**src/rtl/maxnet_pkg.sv**
```systemverilog
// Shared types and default parameters for the four-lane maxnet
// controller and its datapath top.
package maxnet_pkg;

    typedef enum logic [2:0] {
        S_IDLE,
        S_LOAD,
        S_CHECK,
        S_WAIT,
        S_UPDATE,
        S_DONE
    } ctrl_state_t;

    localparam int PU_LAT_DEF   = 2;
    localparam int ITER_W_DEF   = 8;
    localparam int MAX_ITER_DEF = 255;

    function automatic int cnt_width(input int n);
        return (n < 2) ? 1 : $clog2(n);
    endfunction

endpackage

```
**src/rtl/lat_counter.sv**
```systemverilog
// Loadable down-counter with zero flag; times the PU pipeline
// latency while the controller sits in WAIT.
module lat_counter #(
    parameter int W = 2
) (
    input  logic         clk,
    input  logic         rst,
    input  logic         i_load,
    input  logic         i_en,
    input  logic [W-1:0] i_val,
    output logic         o_zero
);

    logic [W-1:0] r_count;

    always_ff @(posedge clk or negedge rst) begin
        if (!rst) begin
            r_count <= '0;
        end else if (i_load) begin
            r_count <= i_val;
        end else if (i_en && (r_count != '0)) begin
            r_count <= r_count - 1'b1;
        end
    end

    assign o_zero = (r_count == '0);

endmodule

```
**src/rtl/maxnet_ctrl.sv**
```systemverilog
// Sequencer for the maxnet datapath: load, wait out PU latency,
// write back, until zer or the iteration limit, then hold done.
module maxnet_ctrl
    import maxnet_pkg::*;
#(
    parameter int PU_LAT   = PU_LAT_DEF,
    parameter int ITER_W   = ITER_W_DEF,
    parameter int MAX_ITER = MAX_ITER_DEF
) (
    input  logic              clk,
    input  logic              rst,
    input  logic              start,
    input  logic              abort,
    input  logic              ack,
    input  logic              zer,
    output logic              wen,
    output logic              wene,
    output logic              sel,
    output logic              busy,
    output logic              done,
    output logic              timeout,
    output logic [ITER_W-1:0] iter_count
);

    localparam int LW     = cnt_width(PU_LAT);
    localparam int LAT_M1 = (PU_LAT > 0) ? PU_LAT - 1 : 0;
    localparam logic [LW-1:0]     LAT_INIT = LW'(LAT_M1);
    localparam logic [ITER_W-1:0] ITER_LIM = ITER_W'(MAX_ITER);

    ctrl_state_t       r_state;
    ctrl_state_t       w_next;
    logic [ITER_W-1:0] r_iter;
    logic              r_timeout;
    logic              w_lat_load;
    logic              w_lat_en;
    logic              w_lat_zero;
    logic              w_limit;

    assign w_limit = (r_iter == ITER_LIM);

    lat_counter #(
        .W (LW)
    ) u_lat (
        .clk    (clk),
        .rst    (rst),
        .i_load (w_lat_load),
        .i_en   (w_lat_en),
        .i_val  (LAT_INIT),
        .o_zero (w_lat_zero)
    );

    always_comb begin
        w_next     = r_state;
        w_lat_load = 1'b0;
        w_lat_en   = 1'b0;
        if (abort) begin
            w_next = S_IDLE;
        end else begin
            unique case (r_state)
                S_IDLE: begin
                    if (start) w_next = S_LOAD;
                end
                S_LOAD: w_next = S_CHECK;
                S_CHECK: begin
                    if (zer || w_limit) begin
                        w_next = S_DONE;
                    end else if (PU_LAT == 0) begin
                        w_next = S_UPDATE;
                    end else begin
                        w_next     = S_WAIT;
                        w_lat_load = 1'b1;
                    end
                end
                S_WAIT: begin
                    if (w_lat_zero) w_next = S_UPDATE;
                    else            w_lat_en = 1'b1;
                end
                S_UPDATE: w_next = S_CHECK;
                S_DONE: begin
                    if (ack) w_next = S_IDLE;
                end
                default: w_next = S_IDLE;
            endcase
        end
    end

    // abort freezes the iteration count and timeout flag as they stood
    always_ff @(posedge clk or negedge rst) begin
        if (!rst) begin
            r_state   <= S_IDLE;
            r_iter    <= '0;
            r_timeout <= 1'b0;
        end else begin
            r_state <= w_next;
            if (!abort) begin
                if (r_state == S_LOAD) begin
                    r_iter    <= '0;
                    r_timeout <= 1'b0;
                end
                if (r_state == S_UPDATE) begin
                    r_iter <= r_iter + 1'b1;
                end
                if (r_state == S_CHECK && !zer && w_limit) begin
                    r_timeout <= 1'b1;
                end
            end
        end
    end

    assign wen  = (r_state == S_LOAD) || (r_state == S_UPDATE);
    assign wene = (r_state == S_LOAD);
    assign sel  = (r_state == S_CHECK) || (r_state == S_WAIT) ||
                  (r_state == S_UPDATE) || (r_state == S_DONE);
    assign busy = (r_state == S_LOAD) || (r_state == S_CHECK) ||
                  (r_state == S_WAIT) || (r_state == S_UPDATE);
    assign done = (r_state == S_DONE);

    assign timeout    = r_timeout;
    assign iter_count = r_iter;

endmodule
```
**config.mk**
```make
export PLATFORM = sky130hd
export DESIGN_NAME = maxnet_ctrl
export DESIGN_NICKNAME = d
export VERILOG_FILES = /design/src/rtl/maxnet_pkg.sv /design/src/rtl/lat_counter.sv /design/src/rtl/maxnet_ctrl.sv
export SDC_FILE = /design/constraint.sdc
export NUM_CORES = 1
export LEC_CHECK = 0
export CORE_ASPECT_RATIO = 1.25
export CORE_MARGIN = 4
export CORE_UTILIZATION = 51
export CTS_CLUSTER_DIAMETER = 30
export CTS_CLUSTER_SIZE = 8
export DETAILED_ROUTE_END_ITERATION = 7
export PLACE_DENSITY_LB_ADDON = 0.08
export SKIP_LAST_GASP = 1
export SLEW_MARGIN = 20
export SYNTH_ARGS = -nofsm -noshare
export SYNTH_HDL_FRONTEND = slang
export SYNTH_SLANG_ARGS = --single-unit
```
**constraint.sdc**
```tcl
create_clock -name clk -period 3.13 [get_ports clk]
set_input_delay 0.626 -clock clk [delete_from_list [all_inputs] [get_ports clk]]
set_output_delay 0.626 -clock clk [all_outputs]
set_load 0.01 [all_outputs]
```
# Word level (Yosys, flattened, before mapping)

Cells that the tools add are included.

Register bits after elaboration: 13
Input port bits: 6
Word-level logic and storage cells: 54

Add/subtract/negate cells: 2
Equality and inequality tests: 9
Multiplexer cells: 18
Bitwise gates (word level): 1
Reductions and logical operators: 20

Operator list:

| operator                                                              | count |
|---|---|
| 8-bit 2-to-1 mux                                                      | 2 |
| 3-bit 2-to-1 mux                                                      | 5 |
| 3-bit case mux with 5 select lines                                    | 1 |
| 1-bit 2-to-1 mux                                                      | 10 |
| 3-bit != test, second input constant                                  | 3 |
| 8-bit by 1-bit adder with 8-bit output, second input constant         | 1 |
| 8-bit equality test, second input constant                            | 1 |
| 1-bit logical OR                                                      | 8 |
| 3-bit by 2-bit equality test with 1-bit output, second input constant | 2 |
| 3-bit equality test, second input constant                            | 2 |
| 2-bit nonzero test                                                    | 3 |
| 2-bit AND reduction                                                   | 2 |
| 3-bit by 1-bit equality test with 1-bit output, second input constant | 1 |
| 1-bit logical AND                                                     | 3 |
| 3-bit logical NOT                                                     | 1 |
| 3-bit AND reduction                                                   | 1 |
| 2-bit OR reduction                                                    | 1 |
| 1-bit logical NOT                                                     | 1 |
| 1-bit inverter                                                        | 1 |
| 1-bit subtractor, second input constant                               | 1 |

# Logic depth before layout (Yosys ltp)

Gate-level depths: netlist (run 1).

Depth after elaboration: 6
Depth in mapped cells: 5

# Hierarchy

A second synthesis (run 1) with hierarchy kept.

Cell total of the unflattened synthesis: 98
Area, all modules: 873.3 µm²

By module, submodules not included:

| module      | times used | cells each | area an instance (µm²) | seq. area each (µm²) |
|---|---|---|---|---|
| maxnet_ctrl | 1          | 94         | 828.3                  | 300.3 |
| lat_counter | 1          | 4          | 45.0                   | 25.0 |

# Worst setup path before layout (run 1)

Ideal clock, no wire load.

Path kind: register to output
Start point: reg r_state[0]
End point: out done
Arrival: 1237 ps
Required time: 2504 ps
Setup slack: 1267 ps
Stages on the path, launching flop included: 4
Path buffers: 2
Path through: dfrtp_1 clkbuf_1 clkbuf_1 nor3b_1

Cells in the longest elaborated chain, start to end: 1

RTL lines:

| what                   | RTL line           | text |
|---|---|---|
| start, declared        | maxnet_ctrl.sv:30  | `ctrl_state_t r_state;` |
| start signal, assigned | maxnet_ctrl.sv:94  | `r_state <= w_next;` |
| 3-bit equality test    | maxnet_ctrl.sv:116 | `assign done = (r_state == S_DONE);` |
| end, declared          | maxnet_ctrl.sv:20  | `output logic done,` |

No other way between the ends.

# Worst setup path in the final report (run 1)

Start point: reg r_state[0]
End point: out wen

Cells in the longest elaborated chain, start to end: 2
Elaborated cells on any way between the ends: 3
Those cells by class: 2 x eq/ne; 1 x reduce/logical

RTL lines:

| what                                                                                         | RTL line           | text |
|---|---|---|
| 3-bit by 1-bit equality test with 1-bit output / 3-bit equality test (equally long branches) | maxnet_ctrl.sv:110 | `assign wen = (r_state == S_LOAD) \|\| (r_state == S_UPDATE);` |
| 1-bit logical OR *                                                                           | maxnet_ctrl.sv:110 |  |
| end, declared                                                                                | maxnet_ctrl.sv:16  | `output logic wen,` |

Mark *: on every way between the ends. The rest lies on a longest branch, timed or not.

==> impl_metrics.py, run 1 <==
metrics = {
    "critical_path": {
        "crit_path_max_incr_delay_ps": 740,
        "crit_fanout": 21,
        "r2r_setup_slack_ps": 1320,
        "critical_path_class": "reg2out",
        "r2r_cells": 3,
        "cp.required_ps": 2500,
        "crit_start": "r_state[0]",
        "crit_end": "wen",
        "r2r-start": "r_state[0]",
        "path_cells": "xnor2_1 > nor2_1 > clkdlybuf4s50_1",
        "crit_path_end_kind": "primary output",
        "worstReg2RegEnd": "iter_count[4]",
        "setup.worst_path.start_class": "flop",
        "cp.arrival_ps": 2000,
        "critPathSlowestCell": "dfrtp_1",
    },
    "synth": {
        "yosysSeqAreaShare_pct": 39.2,
        "yosysUniqueCellTypes": 38,
        "synth_most_common_cell": "dfrtp_1",
        "async_flop_share_pct": 100,
        "synth.top_cell.area_share_pct": 39.2,
        "synth_seq_cells": 13,
        "yosysWarnings": 0,
        "synth_area_per_cell_sq_um": 9.02,
        "yosys-top-cells-area": "dfrtp_1 (39%), o21ai_0 (4.8%), nand2_1 (4.1%)",
        "netlist_area_sq_um": 830,
        "synth_edf_count": 0,
        "yosysTopAreaCell": "dfrtp_1",
        "synth_cells": 92,
        "syn_nets": 99,
        "synth_common_cells": "dfrtp_1 (13), nand2_1 (9), o21ai_0 (8)",
        "synth_ff_type": "dfrtp_1",
    },
    "placed_design": {
        "io_buffers": 19,
        "post_dp_cell_area_sq_um": 1010,
        "place_congestion": 0.789,
        "dpl.hpwl_microns": 1310,
    },
    "layout": {
        "register_area_sq_um": 325,
        "diodes": 0,
        "final_core_util_pct": 66.5,
        "drive_above_1_share_pct": 3.67,
        "fin_nets": 117,
        "area_growth_pct": 25.2,
        "postLayoutCellArea_sq_um": 1040,
        "fillers": 137,
        "multi_input_area_sq_um": 467,
    },
    "die": {
        "die_w_microns": 44.1,
        "dieArea_sq_um": 2340,
        "start_util_pct": 53.1,
        "coreArea_sq_um": 1560,
        "rows": 16,
        "ioPinCount": 20,
        "die_h_microns": 53.1,
    },
    "clocking": {
        "clk_path_buf_depth": 2,
        "root_buffer": "clkbuf_4",
        "cts_sinks": 13,
        "cts_hold_buf": 0,
        "cts_tree": "done",
        "clk_latency_ps": 280,
        "htreeDepth": 1,
        "cts_buffers": 3,
        "post-cts-setup-buffer-count": 0,
        "cts-resized-gates": 0,
        "path_clk_slew_ps": 80,
    },
    "min_path": {
        "hold_class": "reg2reg",
    },
    "pwr": {
        "internal_power_w": 0.000316,
        "pwr-share-seq_pct": 47.3,
        "pwr-share-clk_pct": 22.0,
        "comb_power_share_pct": 30.7,
        "sw_frac_of_total_pct": 33.9,
        "power_density_nw_per_um2": 460,
        "switchingPower_w": 0.000162,
        "p_leak_nw": 0.399,
        "ir_drop_uv": 257,
    },
    "sta": {
        "slew_headroom_pct": 58.8,
        "fin_skew_ps": 2.18,
        "slew_violations": 0,
        "worst_pin_slew_ps": 617,
        "tns_ps": 0,
        "finalCriticalPeriod_ps": 2630,
        "hold_viol": 0,
        "rsz0062_at_grt": "no",
        "max_freq_mhz": 380,
        "setup_viol": 0,
        "fin_crit_sh_pct": 84.0,
    },
    "route": {
        "drt_iter0_markers": 18,
        "wirelength_microns": 1870,
        "firstDrtPassIters": 4,
        "vias": 786,
        "avgViaCountPerCell": 6.19,
        "wl_per_cell_microns": 14.7,
        "ant_nets": 0,
        "drc": 0,
    },
    "global_routing": {
        "grt_pass1_wl_microns": 3090,
        "antenna_found_initial": 0,
        "track_usage_pct": 17.9,
        "first_global_vias": 680,
        "gr-total-overflow": 0,
        "grt_max_degree": 22,
    },
    "job": {
        "cap_violations": 0,
    },
    "status": {
        "status": "finished clean",
    },
}
## through the flow
| stage | power [W] | setup slack [ps] | cells | hold slack [ps] |
|---|---|---|---|---|
| 6_report | 0.000478 | 500 | 127 | 510 |
| 5_1_grt | 0.000500 | 367 | 127 | 542 |
| 4_1_cts | 0.000476 | 541 | 127 | 514 |
| 3_5_place_dp | 0.000374 | 782 | 123 | 492 |
| 3_3_place_gp | 0.000370 | 834 | 123 | 481 |
| 2_1_floorplan | 0.000305 | 1270 | 92 | 330 |
## how the worst min path moves through the flow
stage               cells past startpoint            end  slack, ps     from
finish                                  1        timeout        510  timeout
global route                            1        timeout        540  timeout
CTS                                     1        timeout        510  timeout
detailed placement                      1        timeout        490  timeout
global placement                        1        timeout        480  timeout
floorplan                               0  iter_count[0]        330      rst
## worst max-delay path, delay by kind of cell (launching register included)
kind / cells / cell delay, ps
flip-flops: 1 / 740
buffers and inverters: 1 / 550
XOR/XNOR: 1 / 290
AND/OR/NAND/NOR: 1 / 150
## per-layer routing
layer	global-route usage [%]	part of all wire (%)	vias to the layer above
met2	27.4	45	35
met5	0	0	-
li1	-	-	378
met1	24.7	47	369
met3	3.06	6.9	4
met4	7.04	1.2	0
## layout by cell type (no fill, tap or decap), drive strengths merged, types with 2 or more instances in the layout
cell type,n
nand4,2
nand2b,4
nor2,5
nor3,2
inv,2
dfrtp,13
nor3b,4
clkbuf,4
a21oi,4
nand4bb,2
clkdlybuf4s50,19
nand2,9
o21ai,8
a22oi,2
mux2i,3
nor4b,3
xnor2,2
## kinds of logic (layout without fill, tap and decap cells)
family          Yosys count  after routing  share of synthesized area, %
compound gates           26             26                          20.7
xor+xnor                  3              3                          3.17
fa+ha+maj                 1              1                          1.51
buf+inv                   8             25                          4.53
flops                    13             13                          39.2
mux                       3              3                          3.62
simple gates             38             38                          27.3
## flip-flops by register name, summed over array words and instances (netlist names)
name / count
iter_count: 8
r_state: 3
timeout: 1
u_lat.r_count: 1
## cell type report
class | instances | share of cell area (%)
sequential | 13 | 31.3
inverter | 2 | 0.723
tap | 18 | 2.17
timing repair buffer | 19 | 18.3
multi-input combinational | 71 | 44.9
clock buffer | 4 | 2.53
## power by group through the flow
| stage | clock network (W) | logic (W) | registers (W) |
|---|---|---|---|
| 6_report | 0.000105 | 0.000146 | 0.000226 |
| 2_1_floorplan | 0 | 0.0000886 | 0.000216 |
| 4_1_cts | 0.000105 | 0.000147 | 0.000224 |
| 5_1_grt | 0.000112 | 0.000159 | 0.000229 |
| 3_3_place_gp | 0 | 0.000144 | 0.000226 |
| 3_5_place_dp | 0 | 0.000146 | 0.000228 |
Power figures use the tool's default switching activity.
==> inputs of run 2 (changes only) <==
Settings changed: CORE_UTILIZATION 51 to 48.
Clock period 3.13 ns to 2.7 ns, I/O delays scaled along.
==> run 2 against run 1 <==
Compared with the run above:
- hold slack gained 6.9 ps
- clock power grew 18%
- power grew 17%
- combinational power grew 23%
- via count grew 1.8%
- clock skew grew 2.1 ps
- register-to-register slack lost 300 ps
- flip-flop and latch count is the same
- non-clock buffer count grew 1
- critical path type unchanged
- critical endpoint is now done
- largest cell class unchanged
- largest power group unchanged
==> impl_metrics.py, run 2 (same netlist as run 1, synthesis figures left out) <==
metrics = {
    "status": {
        "status": "finished clean",
    },
    "pwr": {
        "power_density_nw_per_um2": 535,
        "ir_drop_uv": 303,
        "p_leak_nw": 0.405,
    },
    "clocking": {
        "post-cts-setup-buffer-count": 0,
        "cts-resized-gates": 0,
        "clk_latency_ps": 280,
        "cts_sinks": 13,
        "cts_buffers": 3,
        "path_clk_slew_ps": 80,
        "clk_path_buf_depth": 2,
        "cts_tree": "done",
        "root_buffer": "clkbuf_4",
        "htreeDepth": 1,
        "cts_hold_buf": 0,
    },
    "placed_design": {
        "dpl.hpwl_microns": 1470,
        "dpl_worst_slack_ps": 457,
        "io_buffers": 19,
        "post_dp_cell_area_sq_um": 1020,
        "place_congestion": 0.834,
    },
    "die": {
        "rows": 16,
        "ioPinCount": 20,
        "die_h_microns": 54.5,
        "die_w_microns": 45.2,
        "start_util_pct": 51.8,
        "dieArea_sq_um": 2460,
        "coreArea_sq_um": 1600,
    },
    "global_routing": {
        "grt_pass1_wl_microns": 3420,
        "antenna_found_initial": 0,
        "gr-total-overflow": 0,
        "grt_max_degree": 19,
        "track_usage_pct": 19.3,
        "first_global_vias": 765,
    },
    "layout": {
        "area_growth_pct": 26.1,
        "final_core_util_pct": 65.3,
        "largest_reg_flops": 8,
        "drive_above_1_share_pct": 4.55,
        "layout_common_cells": "clkdlybuf4s50_1 (19), dfrtp_1 (13), nand2_1 (9), o21ai_0 (8), nor2_1 (5)",
        "layout_commonest_cell": "clkdlybuf4s50_1",
        "fin_nets": 118,
        "fillers": 143,
        "diodes": 0,
        "postLayoutCellArea_sq_um": 1050,
    },
    "critical_path": {
        "crit_fanout": 15,
        "crit_path_end_kind": "primary output",
        "critical_path_class": "reg2out",
        "cp.arrival_ps": 1960,
        "cp.required_ps": 2160,
        "setup.worst_path.start_class": "flop",
    },
    "min_path": {
        "hold_class": "reg2reg",
    },
    "sta": {
        "fin_ws_ps": 204,
        "finalCriticalPeriod_ps": 2500,
        "max_freq_mhz": 401,
        "fin_crit_sh_pct": 92.4,
        "rsz0062_at_grt": "no",
        "hold_viol": 0,
        "fin_skew_ps": 4.26,
        "slew_violations": 0,
        "slew_headroom_pct": 59.6,
        "worst_pin_slew_ps": 604,
        "setup_viol": 0,
        "tns_ps": 0,
    },
    "route": {
        "drc": 0,
        "wirelength_microns": 2020,
        "drt_iter0_markers": 26,
        "avgViaCountPerCell": 6.25,
        "ant_nets": 0,
        "vias": 800,
        "firstDrtPassIters": 4,
        "wl_per_cell_microns": 15.8,
    },
    "job": {
        "cap_violations": 0,
    },
}
## run 2: routing by layer
layer  part of all wire [%]  up-vias  track usage [%]
met1                     43      390             22.6
met2                     50       24             32.5
met4                    2.3        0             10.2
met5                      0        -                0
li1                       -      380                -
met3                    4.3        6             4.28
## run 2: worst max-delay path, cell delays in order (launching register included)
cell	delay (ps)
dfrtp_1	670
inv_1	230
nor3b_1	220
clkdlybuf4s50_1	560
## run 2: report_power, final
group / internal (W) / total (W) / leakage, nW / switching, W
Combinational: 0.0000977 / 0.000179 / 0.217 / 0.0000815
Clock: 0.0000573 / 0.000124 / 0.0150 / 0.0000671
Sequential: 0.000213 / 0.000256 / 0.172 / 0.0000429
## run 2: area by class of cell
| class | count | area (sq um) | area share, % |
|---|---|---|---|
| Inverter | 2 | 7.51 | 0.718 |
| Sequential cell | 13 | 325 | 31.1 |
| Clock buffer | 4 | 26.3 | 2.51 |
| Timing Repair Buffer | 20 | 198 | 18.9 |
| Tap cell | 18 | 22.5 | 2.15 |
| Multi-Input combinational cell | 71 | 467 | 44.6 |
## run 2: path summary, 6_finish.rpt
kind                       cells after the start  slack, ps        from             to
hold / removal                                 1        520     timeout        timeout
setup reg to reg                               3       1020  r_state[0]        timeout
hold reg to reg                                1        520     timeout        timeout
max in group asynchronous                      1       1670         rst  iter_count[7]
min in group asynchronous                      1        630         rst  iter_count[2]
setup / recovery                               3        200  r_state[2]           done
## run 2: per-stage QoR
step | power [W] | std cells | hold WS, ps
2_1_floorplan | 0.000353 | 92 | 244
3_3_place_gp | 0.000432 | 124 | 488
3_5_place_dp | 0.000440 | 124 | 511
4_1_cts | 0.000563 | 128 | 529
5_1_grt | 0.000596 | 128 | 545
6_report | 0.000560 | 128 | 516
